$ cat src/rtl/sap_control_sequencer_if.sv
// Bus between the SAP-U sequencer and the rest of the datapath: the
// IR/flag inputs it decodes and every load/enable strobe it drives.
interface sap_control_sequencer_if #(
  parameter int STEP_W = 3,
  parameter int OPC_W  = 4
);
  // No valid/ready pairs here: start and step_pulse are levels sampled on
  // each rising clk, and every strobe is valid for the whole cycle it is high.
  logic              start;
  logic [OPC_W-1:0]  opcode;
  logic              carry_flag;
  logic              zero_flag;
  logic              step_pulse;

  logic              pc_out;
  logic              ir_out;
  logic              ram_out;
  logic              a_out;
  logic              alu_out;
  logic              mar_load;
  logic              ir_load;
  logic              a_load;
  logic              b_load;
  logic              ram_load;
  logic              out_load;
  logic              pc_load;
  logic              flag_load;
  logic              pc_inc;
  logic              alu_sub;
  logic              halted;
  logic [STEP_W-1:0] step;
  logic [1:0]        dbg_state;

  modport master (
    output start, opcode, carry_flag, zero_flag, step_pulse,
    input  pc_out, ir_out, ram_out, a_out, alu_out,
    input  mar_load, ir_load, a_load, b_load, ram_load, out_load, pc_load,
    input  flag_load, pc_inc, alu_sub, halted, step, dbg_state
  );

  modport slave (
    input  start, opcode, carry_flag, zero_flag, step_pulse,
    output pc_out, ir_out, ram_out, a_out, alu_out,
    output mar_load, ir_load, a_load, b_load, ram_load, out_load, pc_load,
    output flag_load, pc_inc, alu_sub, halted, step, dbg_state
  );
endinterface

$ cat src/rtl/sap_control_sequencer.sv
// SAP-U microcode sequencer: T-state counter plus opcode/flag decode into strobes.
// Optional macro SAP_SEQ_SINGLE_STEP_EN: advance only on step_pulse, gate loads with it.
module sap_control_sequencer #(
  parameter int STEP_W = 3,
  parameter int OPC_W  = 4
) (
  input  logic                    clk,
  input  logic                    reset,
  sap_control_sequencer_if.slave  bus
);

  typedef enum logic [1:0] {
    ST_IDLE   = 2'd0,
    ST_RUN    = 2'd1,
    ST_HALTED = 2'd2
  } state_t;

  localparam logic [STEP_W-1:0] T0 = STEP_W'(0);
  localparam logic [STEP_W-1:0] T1 = STEP_W'(1);
  localparam logic [STEP_W-1:0] T2 = STEP_W'(2);
  localparam logic [STEP_W-1:0] T3 = STEP_W'(3);
  localparam logic [STEP_W-1:0] T4 = STEP_W'(4);

  localparam logic [OPC_W-1:0] OP_LDA = OPC_W'(4'h1);
  localparam logic [OPC_W-1:0] OP_ADD = OPC_W'(4'h2);
  localparam logic [OPC_W-1:0] OP_SUB = OPC_W'(4'h3);
  localparam logic [OPC_W-1:0] OP_STA = OPC_W'(4'h4);
  localparam logic [OPC_W-1:0] OP_LDI = OPC_W'(4'h5);
  localparam logic [OPC_W-1:0] OP_JMP = OPC_W'(4'h6);
  localparam logic [OPC_W-1:0] OP_JC  = OPC_W'(4'h7);
  localparam logic [OPC_W-1:0] OP_JZ  = OPC_W'(4'h8);
  localparam logic [OPC_W-1:0] OP_OUT = OPC_W'(4'hE);
  localparam logic [OPC_W-1:0] OP_HLT = OPC_W'(4'hF);

  state_t            state_q;
  logic [STEP_W-1:0] step_q;
  logic [STEP_W-1:0] last_step;
  logic              advance;
  logic              ld_en;

  logic pc_out_c, ir_out_c, ram_out_c, a_out_c, alu_out_c;
  logic mar_load_c, ir_load_c, a_load_c, b_load_c, ram_load_c, out_load_c;
  logic pc_load_c, flag_load_c, pc_inc_c, alu_sub_c;

`ifdef SAP_SEQ_SINGLE_STEP_EN
  assign advance = bus.step_pulse;
  assign ld_en   = bus.step_pulse;
`else
  logic unused_step_pulse;
  assign unused_step_pulse = bus.step_pulse;
  assign advance = 1'b1;
  assign ld_en   = 1'b1;
`endif

  always_comb begin
    last_step = T2;
    if (bus.opcode == OP_ADD || bus.opcode == OP_SUB) last_step = T4;
    else if (bus.opcode == OP_LDA || bus.opcode == OP_STA) last_step = T3;
  end

  // Reset wins over start; the >= guard pulls an out-of-range step back to T0.
  always_ff @(posedge clk) begin
    if (!reset) begin
      state_q <= ST_IDLE;
      step_q  <= T0;
    end else begin
      case (state_q)
        ST_IDLE, ST_HALTED: begin
          step_q <= T0;
          if (bus.start) state_q <= ST_RUN;
        end
        ST_RUN: begin
          if (advance) begin
            if (step_q >= last_step) begin
              step_q <= T0;
              if (step_q == T2 && bus.opcode == OP_HLT) state_q <= ST_HALTED;
            end else begin
              step_q <= step_q + STEP_W'(1);
            end
          end
        end
        default: begin
          state_q <= ST_IDLE;
          step_q  <= T0;
        end
      endcase
    end
  end

  always_comb begin
    pc_out_c    = 1'b0;
    ir_out_c    = 1'b0;
    ram_out_c   = 1'b0;
    a_out_c     = 1'b0;
    alu_out_c   = 1'b0;
    mar_load_c  = 1'b0;
    ir_load_c   = 1'b0;
    a_load_c    = 1'b0;
    b_load_c    = 1'b0;
    ram_load_c  = 1'b0;
    out_load_c  = 1'b0;
    pc_load_c   = 1'b0;
    flag_load_c = 1'b0;
    pc_inc_c    = 1'b0;
    alu_sub_c   = 1'b0;
    if (state_q == ST_RUN) begin
      case (step_q)
        T0: begin pc_out_c = 1'b1; mar_load_c = 1'b1; end
        T1: begin ram_out_c = 1'b1; ir_load_c = 1'b1; pc_inc_c = 1'b1; end
        T2: begin
          case (bus.opcode)
            OP_LDA, OP_ADD, OP_SUB, OP_STA: begin ir_out_c = 1'b1; mar_load_c = 1'b1; end
            OP_LDI: begin ir_out_c = 1'b1; a_load_c = 1'b1; end
            OP_JMP: begin ir_out_c = 1'b1; pc_load_c = 1'b1; end
            OP_JC:  begin ir_out_c = bus.carry_flag; pc_load_c = bus.carry_flag; end
            OP_JZ:  begin ir_out_c = bus.zero_flag;  pc_load_c = bus.zero_flag;  end
            OP_OUT: begin a_out_c = 1'b1; out_load_c = 1'b1; end
            default: ;
          endcase
        end
        T3: begin
          case (bus.opcode)
            OP_LDA: begin ram_out_c = 1'b1; a_load_c = 1'b1; end
            OP_ADD, OP_SUB: begin ram_out_c = 1'b1; b_load_c = 1'b1; end
            OP_STA: begin a_out_c = 1'b1; ram_load_c = 1'b1; end
            default: ;
          endcase
        end
        T4: begin
          if (bus.opcode == OP_ADD || bus.opcode == OP_SUB) begin
            alu_out_c   = 1'b1;
            a_load_c    = 1'b1;
            flag_load_c = 1'b1;
            alu_sub_c   = (bus.opcode == OP_SUB);
          end
        end
        default: ;
      endcase
    end
  end

  // Bus enables and alu_sub hold while waiting; only loads/inc are gated.
  assign bus.pc_out    = pc_out_c;
  assign bus.ir_out    = ir_out_c;
  assign bus.ram_out   = ram_out_c;
  assign bus.a_out     = a_out_c;
  assign bus.alu_out   = alu_out_c;
  assign bus.alu_sub   = alu_sub_c;
  assign bus.mar_load  = mar_load_c  & ld_en;
  assign bus.ir_load   = ir_load_c   & ld_en;
  assign bus.a_load    = a_load_c    & ld_en;
  assign bus.b_load    = b_load_c    & ld_en;
  assign bus.ram_load  = ram_load_c  & ld_en;
  assign bus.out_load  = out_load_c  & ld_en;
  assign bus.pc_load   = pc_load_c   & ld_en;
  assign bus.flag_load = flag_load_c & ld_en;
  assign bus.pc_inc    = pc_inc_c    & ld_en;
  assign bus.halted    = (state_q == ST_HALTED);
  assign bus.step      = step_q;
  assign bus.dbg_state = state_q;

endmodule

$ cat src/flat_wrapper.sv
// flat-port wrapper written by rule: the top's interface ports become plain ports
module sap_control_sequencer_flat 
#(
  parameter int STEP_W = 3,
  parameter int OPC_W  = 4
)
  (clk, reset, bus_start, bus_opcode, bus_carry_flag, bus_zero_flag, bus_step_pulse, bus_pc_out, bus_ir_out, bus_ram_out, bus_a_out, bus_alu_out, bus_mar_load, bus_ir_load, bus_a_load, bus_b_load, bus_ram_load, bus_out_load, bus_pc_load, bus_flag_load, bus_pc_inc, bus_alu_sub, bus_halted, bus_step, bus_dbg_state);
  sap_control_sequencer_if #(.STEP_W(STEP_W), .OPC_W(OPC_W)) bus_i ();
  input  logic clk;
  input  logic reset;
  input wire logic [$bits(bus_i.start)-1:0] bus_start;
  input wire logic [$bits(bus_i.opcode)-1:0] bus_opcode;
  input wire logic [$bits(bus_i.carry_flag)-1:0] bus_carry_flag;
  input wire logic [$bits(bus_i.zero_flag)-1:0] bus_zero_flag;
  input wire logic [$bits(bus_i.step_pulse)-1:0] bus_step_pulse;
  output wire logic [$bits(bus_i.pc_out)-1:0] bus_pc_out;
  output wire logic [$bits(bus_i.ir_out)-1:0] bus_ir_out;
  output wire logic [$bits(bus_i.ram_out)-1:0] bus_ram_out;
  output wire logic [$bits(bus_i.a_out)-1:0] bus_a_out;
  output wire logic [$bits(bus_i.alu_out)-1:0] bus_alu_out;
  output wire logic [$bits(bus_i.mar_load)-1:0] bus_mar_load;
  output wire logic [$bits(bus_i.ir_load)-1:0] bus_ir_load;
  output wire logic [$bits(bus_i.a_load)-1:0] bus_a_load;
  output wire logic [$bits(bus_i.b_load)-1:0] bus_b_load;
  output wire logic [$bits(bus_i.ram_load)-1:0] bus_ram_load;
  output wire logic [$bits(bus_i.out_load)-1:0] bus_out_load;
  output wire logic [$bits(bus_i.pc_load)-1:0] bus_pc_load;
  output wire logic [$bits(bus_i.flag_load)-1:0] bus_flag_load;
  output wire logic [$bits(bus_i.pc_inc)-1:0] bus_pc_inc;
  output wire logic [$bits(bus_i.alu_sub)-1:0] bus_alu_sub;
  output wire logic [$bits(bus_i.halted)-1:0] bus_halted;
  output wire logic [$bits(bus_i.step)-1:0] bus_step;
  output wire logic [$bits(bus_i.dbg_state)-1:0] bus_dbg_state;
  assign bus_i.start = bus_start;
  assign bus_i.opcode = bus_opcode;
  assign bus_i.carry_flag = bus_carry_flag;
  assign bus_i.zero_flag = bus_zero_flag;
  assign bus_i.step_pulse = bus_step_pulse;
  assign bus_pc_out = bus_i.pc_out;
  assign bus_ir_out = bus_i.ir_out;
  assign bus_ram_out = bus_i.ram_out;
  assign bus_a_out = bus_i.a_out;
  assign bus_alu_out = bus_i.alu_out;
  assign bus_mar_load = bus_i.mar_load;
  assign bus_ir_load = bus_i.ir_load;
  assign bus_a_load = bus_i.a_load;
  assign bus_b_load = bus_i.b_load;
  assign bus_ram_load = bus_i.ram_load;
  assign bus_out_load = bus_i.out_load;
  assign bus_pc_load = bus_i.pc_load;
  assign bus_flag_load = bus_i.flag_load;
  assign bus_pc_inc = bus_i.pc_inc;
  assign bus_alu_sub = bus_i.alu_sub;
  assign bus_halted = bus_i.halted;
  assign bus_step = bus_i.step;
  assign bus_dbg_state = bus_i.dbg_state;
  sap_control_sequencer #(.STEP_W(STEP_W), .OPC_W(OPC_W)) u_core (.clk(clk), .reset(reset), .bus(bus_i));
endmodule
$ cat config.mk
export PLATFORM = sky130hd
export DESIGN_NAME = sap_control_sequencer_flat
export DESIGN_NICKNAME = d
export VERILOG_FILES = /design/src/rtl/sap_control_sequencer_if.sv /design/src/rtl/sap_control_sequencer.sv /design/src/flat_wrapper.sv
export SDC_FILE = /design/constraint.sdc
export NUM_CORES = 1
export LEC_CHECK = 0
export CAP_MARGIN = 20
export CORE_MARGIN = 5
export CORE_UTILIZATION = 42
export DETAILED_ROUTE_END_ITERATION = 10
export GPL_ROUTABILITY_DRIVEN = 0
export HOLD_SLACK_MARGIN = 0.1
export PLACE_DENSITY = 0.87
export SYNTH_ARGS = -nofsm -noshare
export SYNTH_HDL_FRONTEND = slang
export SYNTH_SLANG_ARGS = --single-unit
export TNS_END_PERCENT = 20
$ cat constraint.sdc
create_clock -name clk -period 3.55 [get_ports clk]
set_clock_uncertainty 0.05 [all_clocks]
set_input_delay 0.71 -clock clk [delete_from_list [all_inputs] [get_ports clk]]
set_output_delay 0.71 -clock clk [all_outputs]
set_load 0.005 [all_outputs]
# Yosys cells after proc, flatten, opt, wreduce, memory -nomap -nowiden
# Index checks and enable logic that the tools add are counted.
[op_classes]
add_sub_neg = 1
order_cmp = 1
eq_ne = 19
mux = 43
n_bitwise = 2
reduce_logical = 12
[op_table]
columns = ["op", "count"]
rows = [
  ["2-to-1 mux 1 bit", 32],
  ["== test 4 x 3 -> 1 bit (second input constant)", 4],
  ["== test 4 bit (second input constant)", 3],
  ["one-hot mux 1 bit (3 select lines)", 3],
  ["== test 4 x 2 -> 1 bit (second input constant)", 2],
  ["== test 3 x 2 -> 1 bit (second input constant)", 2],
  ["2-to-1 mux 2 bit", 3],
  ["one-hot mux 1 bit (2 select lines)", 3],
  ["OR reduction 3 bit", 2],
  ["OR reduction 6 bit", 1],
  ["== test 4 x 1 -> 1 bit (second input constant)", 1],
  ["inequality test 2 x 1 -> 1 bit (second input constant)", 2],
  ["one-hot mux 2 bit (2 select lines)", 1],
  ["OR reduction 2 bit", 2],
  ["OR reduction 4 bit", 1],
  ["adder 3 x 1 -> 3 bit (second input constant)", 1],
  ["== test 3 x 1 -> 1 bit (second input constant)", 1],
  ["== test 3 bit (second input constant)", 1],
  ["greater-or-equal comparator 3 bit", 1],
  ["zero test 3 bit", 1],
  ["2-to-1 mux 3 bit", 1],
  ["AND reduction 3 bit", 1],
  ["== test 2 x 1 -> 1 bit (second input constant)", 1],
  ["== test 2 bit (second input constant)", 1],
  ["other kinds (5)", 7],
]
[word_totals]
ff_bits = 5
output_inout_bits = 21
elab_cells = 80

# Depth between registers and ports, before layout
[depth]
ltp_word = 7
ltp_mapped = 8
depth_no_buf = 7

# Least setup slack after synthesis
# No wires, ideal clock.
[synth_timing]
path_type = "input-to-output"
startpoint = "in bus_opcode[1]"
endpoint = "out bus_flag_load"
arrival_time_ps = 1608
t_required_ps = 2790
setup_slack_ps = 1182
stages = 4
n_path_buf = 2
cell_sequence = "buf_6 or3b_4 nor3_1 buf_4"
[synth_via]
elab_chain_len = 5
[synth_rtl]
columns = ["element", "line_no", "source"]
rows = [
  ["start: declaration", "flat_wrapper.sv:12", "input wire logic [$bits(bus_i.opcode)-1:0] bus_opcode;"],
  ["== test 4 x 2 -> 1 bit", "sap_control_sequencer.sv:130", "if (bus.opcode == OP_ADD || bus.opcode == OP_SUB) begin"],
  ["logical OR 1 bit *", "sap_control_sequencer.sv:130", ""],
  ["2-to-1 mux 1 bit * (3 in series)", "-", ""],
  ["end: declaration", "flat_wrapper.sv:28", "output wire logic [$bits(bus_i.flag_load)-1:0] bus_flag_load;"],
]
# Mark *: on every way between the ends. The rest lies on a longest branch, timed or not.

# Worst setup path after layout
[layout_timing]
startpoint = "in bus_opcode[3]"
endpoint = "out bus_alu_out"
[layout_via]
elab_chain_len = 5
[layout_rtl]
columns = ["element", "line_no", "source"]
rows = [
  ["== test 4 x 2 -> 1 bit", "sap_control_sequencer.sv:130", ""],
  ["logical OR 1 bit *", "sap_control_sequencer.sv:130", ""],
  ["2-to-1 mux 1 bit *", "sap_control_sequencer.sv:130", ""],
  ["2-to-1 mux 1 bit *", "sap_control_sequencer.sv:107", "case (step_q)"],
  ["2-to-1 mux 1 bit *", "sap_control_sequencer.sv:106", "if (state_q == ST_RUN) begin"],
  ["end: declaration", "flat_wrapper.sv:20", "output wire logic [$bits(bus_i.alu_out)-1:0] bus_alu_out;"],
]
# Marks and branches as above.

==> impl_metrics.toml <==
[route]
drc = 0
vias_per_cell = 5.66
dr_total_vias = 708
drt-initial-drc-count = 17
wl_per_cell_um = 13.5
wl_um = 1690
ant_nets = 0
firstDrtPassIters = 4

[synthesis]
synthTopCellsByCount = "nor2_1, nor3_1, ha_1"
netlist_area_um2 = 632
async_reset_ff_share_pct = 0
yosysTopAreaCellShare_pct = 15.8
synthCells = 80
ys_warn_count = 0
synthDistinctLibCells = 39
ys.flop_type = "dfxtp_1"
synth-edff-count = 0
yosys.area.top_type = "dfxtp_1"
avgSynthCellArea_um2 = 7.90
synth_seq_cells = 5
synthTopCellsByArea = "dfxtp_1, ha_1, nor3_1, nor2_1, nor3b_2"
syn_nets = 96
yosysSeqAreaShare_pct = 15.8

[cts]
cts_max_path_buffers = 2
holdBufCountCts = 0
cts_root_buf = "clkbuf_4"
clock_latency_ps = 240
cts-htree-levels = 1
cts_resized = 0
cts_buffers = 3
cts.sinks = 5
cts_tree = "built"
clk_transition_reported_paths_ps = 40
cts_post_setup_buffers_inserted = 0

[final_layout]
layout-drive-gt1-share_pct = 12.8
fill_cells = 142
area_delta_synth_final_pct = 49.5
finalInstanceArea_um2 = 945
diodes = 0
finalNonFillerCells = 125
final_nets = 126

[critical_path]
cp.required_ps = 2790
worstSetupEndpointType = "output port"
arrival_ps = 2580
rr_endpoint = "u_core.bus.dbg_state[1]$_SDFFE_PN0P_"
rr_worst_depth = 6
r2r_start = "u_core.bus.step[0]$_SDFF_PP0_"
cp-endpoint = "bus_alu_out"
rrSetupSlack_ps = 1840
startpoint = "bus_opcode[3]"
path_class = "primary input to output port"
cp_max_fo = 11
startpoint_type = "primary input"

[timing]
finalHoldViolCount = 0
fmax_mhz = 299
worst_pin_slew_ps = 390
fin_crit_sh_pct = 94.1
report.final.slew_viol_count = 0
setup_tns_ps = 0
holdWs_ps = 498
layout_min_cycle_time_ps = 3340
finalSetupViolations = 0
rsz0062_at_grt = "false"
max_slew_margin_pct = 73.9

[global_routing]
grt_pass1_wl_um = 2810
grt_max_degree = 12
grt_pass1_vias = 672
antenna_found_initial = 0
grtUsageTotal_pct = 14.2
grt_remaining_overflow = 0

[placement]
portBuffers = 29
dp.cells = 121
hpwl_um = 1380
dpl_cell_area_um2 = 918

[floorplanning]
io_pins = 31
die_h_um = 48.8
dieArea_um2 = 2380
core_um2 = 1470
rows = 14
die-width_um = 48.8
start_util_pct = 42.9

[run]
maxCapViolations = 0

[power_and_ir_drop]
powerDensity_nw_per_um2 = 187
ir_worst_vdd_v = 0.000129
power_leakage_nw = 0.372

[min_path]
hold_class = "flop to flop"
holdPathStages = 1

[run_status]
status = "finished, final reports clean"
[cells in the final DEF, fill, tap and decap left out]
master and instances:
clkdlybuf4s50_1 29, nor3_1 7, nor2_1 7, ha_1 6, nand2_1 5, dfxtp_1 5
inv_1 4, nor2b_1 3, nand3_1 3, o21ai_0 3, clkbuf_4 3, nand2b_1 2
nand4_1 2, a31oi_1 2, and3_1 2, nor3b_2 2, buf_4 2, xnor2_1 1
nor4_1 1, and2b_2 1, or3b_4 1, and4_1 1, nor3b_1 1, mux2_2 1
o31ai_1 1, xor2_1 1, or2_2 1, o211a_1 1, o41ai_1 1, nand4b_1 1
nand3_2 1, o21ai_4 1, nand4_4 1, nand3b_1 1, o21a_1 1, a21oi_1 1
and3b_1 1, a41o_1 1, clkbuf_1 1
[cell families after synthesis]
logic type                 Yosys count  synth area share (%)
and+or+nand+nor                     44                  44.6
AOI/OAI and AO/OA                   12                  14.7
buffers and inverters               10                  8.51
adders and majority gates            6                  11.9
DFF                                  5                  15.8
xor gates and xnor gates             2                  2.77
muxes                                1                  1.78
[critical path, cell delays in order]
cell and delay (ps):
clkdlybuf4s50_1 600, or3b_4 500, nor3_1 220, clkdlybuf4s50_1 550
[how the worst min path moves through the flow]
stage	from	end	slack, ps
2_1_floorplan	u_core.bus.step[0]$_SDFF_PP0_	u_core.bus.step[0]$_SDFF_PP0_	450
3_3_place_gp	u_core.bus.step[0]$_SDFF_PP0_	u_core.bus.step[0]$_SDFF_PP0_	470
3_5_place_dp	u_core.bus.step[0]$_SDFF_PP0_	u_core.bus.step[0]$_SDFF_PP0_	500
4_1_cts	u_core.bus.step[0]$_SDFF_PP0_	u_core.bus.step[0]$_SDFF_PP0_	510
5_1_grt	u_core.bus.step[0]$_SDFF_PP0_	u_core.bus.step[0]$_SDFF_PP0_	530
6_report	u_core.bus.step[0]$_SDFF_PP0_	u_core.bus.step[0]$_SDFF_PP0_	500
[routing by layer]
| layer | wire length, um | global-route usage (%) |
|---|---|---|
| met1 | 707 | 16.6 |
| met2 | 829 | 25.0 |
| met3 | 133 | 2.14 |
| met4 | 17 | 6.73 |
| met5 | 0 | 0 |
[registers in the layout, indices dropped and copies added, names as in the netlist]
signal,flops
u_core.bus.step,3
u_core.bus.dbg_state,2
[final cells by class]
cell class	count	area [um2]	share of cell area, %
clock buffers	4	26.3	2.78
multi-input cells	65	478	50.6
inverters	4	15.0	1.59
flip-flops and latches	5	100	10.6
well taps	16	20.0	2.12
repair buffers	31	305	32.3
[stage by stage]
stage / total power, W / setup WS [ps] / utilization [%]
floorplan: 0.0000897 / 1180 / -
detailed placement: 0.000113 / 228 / 62.4
global route: 0.000186 / 134 / 64.2
finish: 0.000177 / 209 / 64.2
global placement: 0.000112 / 234 / 62.4
CTS: 0.000180 / 223 / 64.2
[where the power goes]
| part | switching [W] | internal, W |
|---|---|---|
| combinational | 0.0000238 | 0.0000276 |
| clock | 0.0000221 | 0.0000424 |
| sequential | 0.00000276 | 0.0000581 |
| total | 0.0000486 | 0.000128 |
Note: power is estimated with default switching activity, not from simulation.
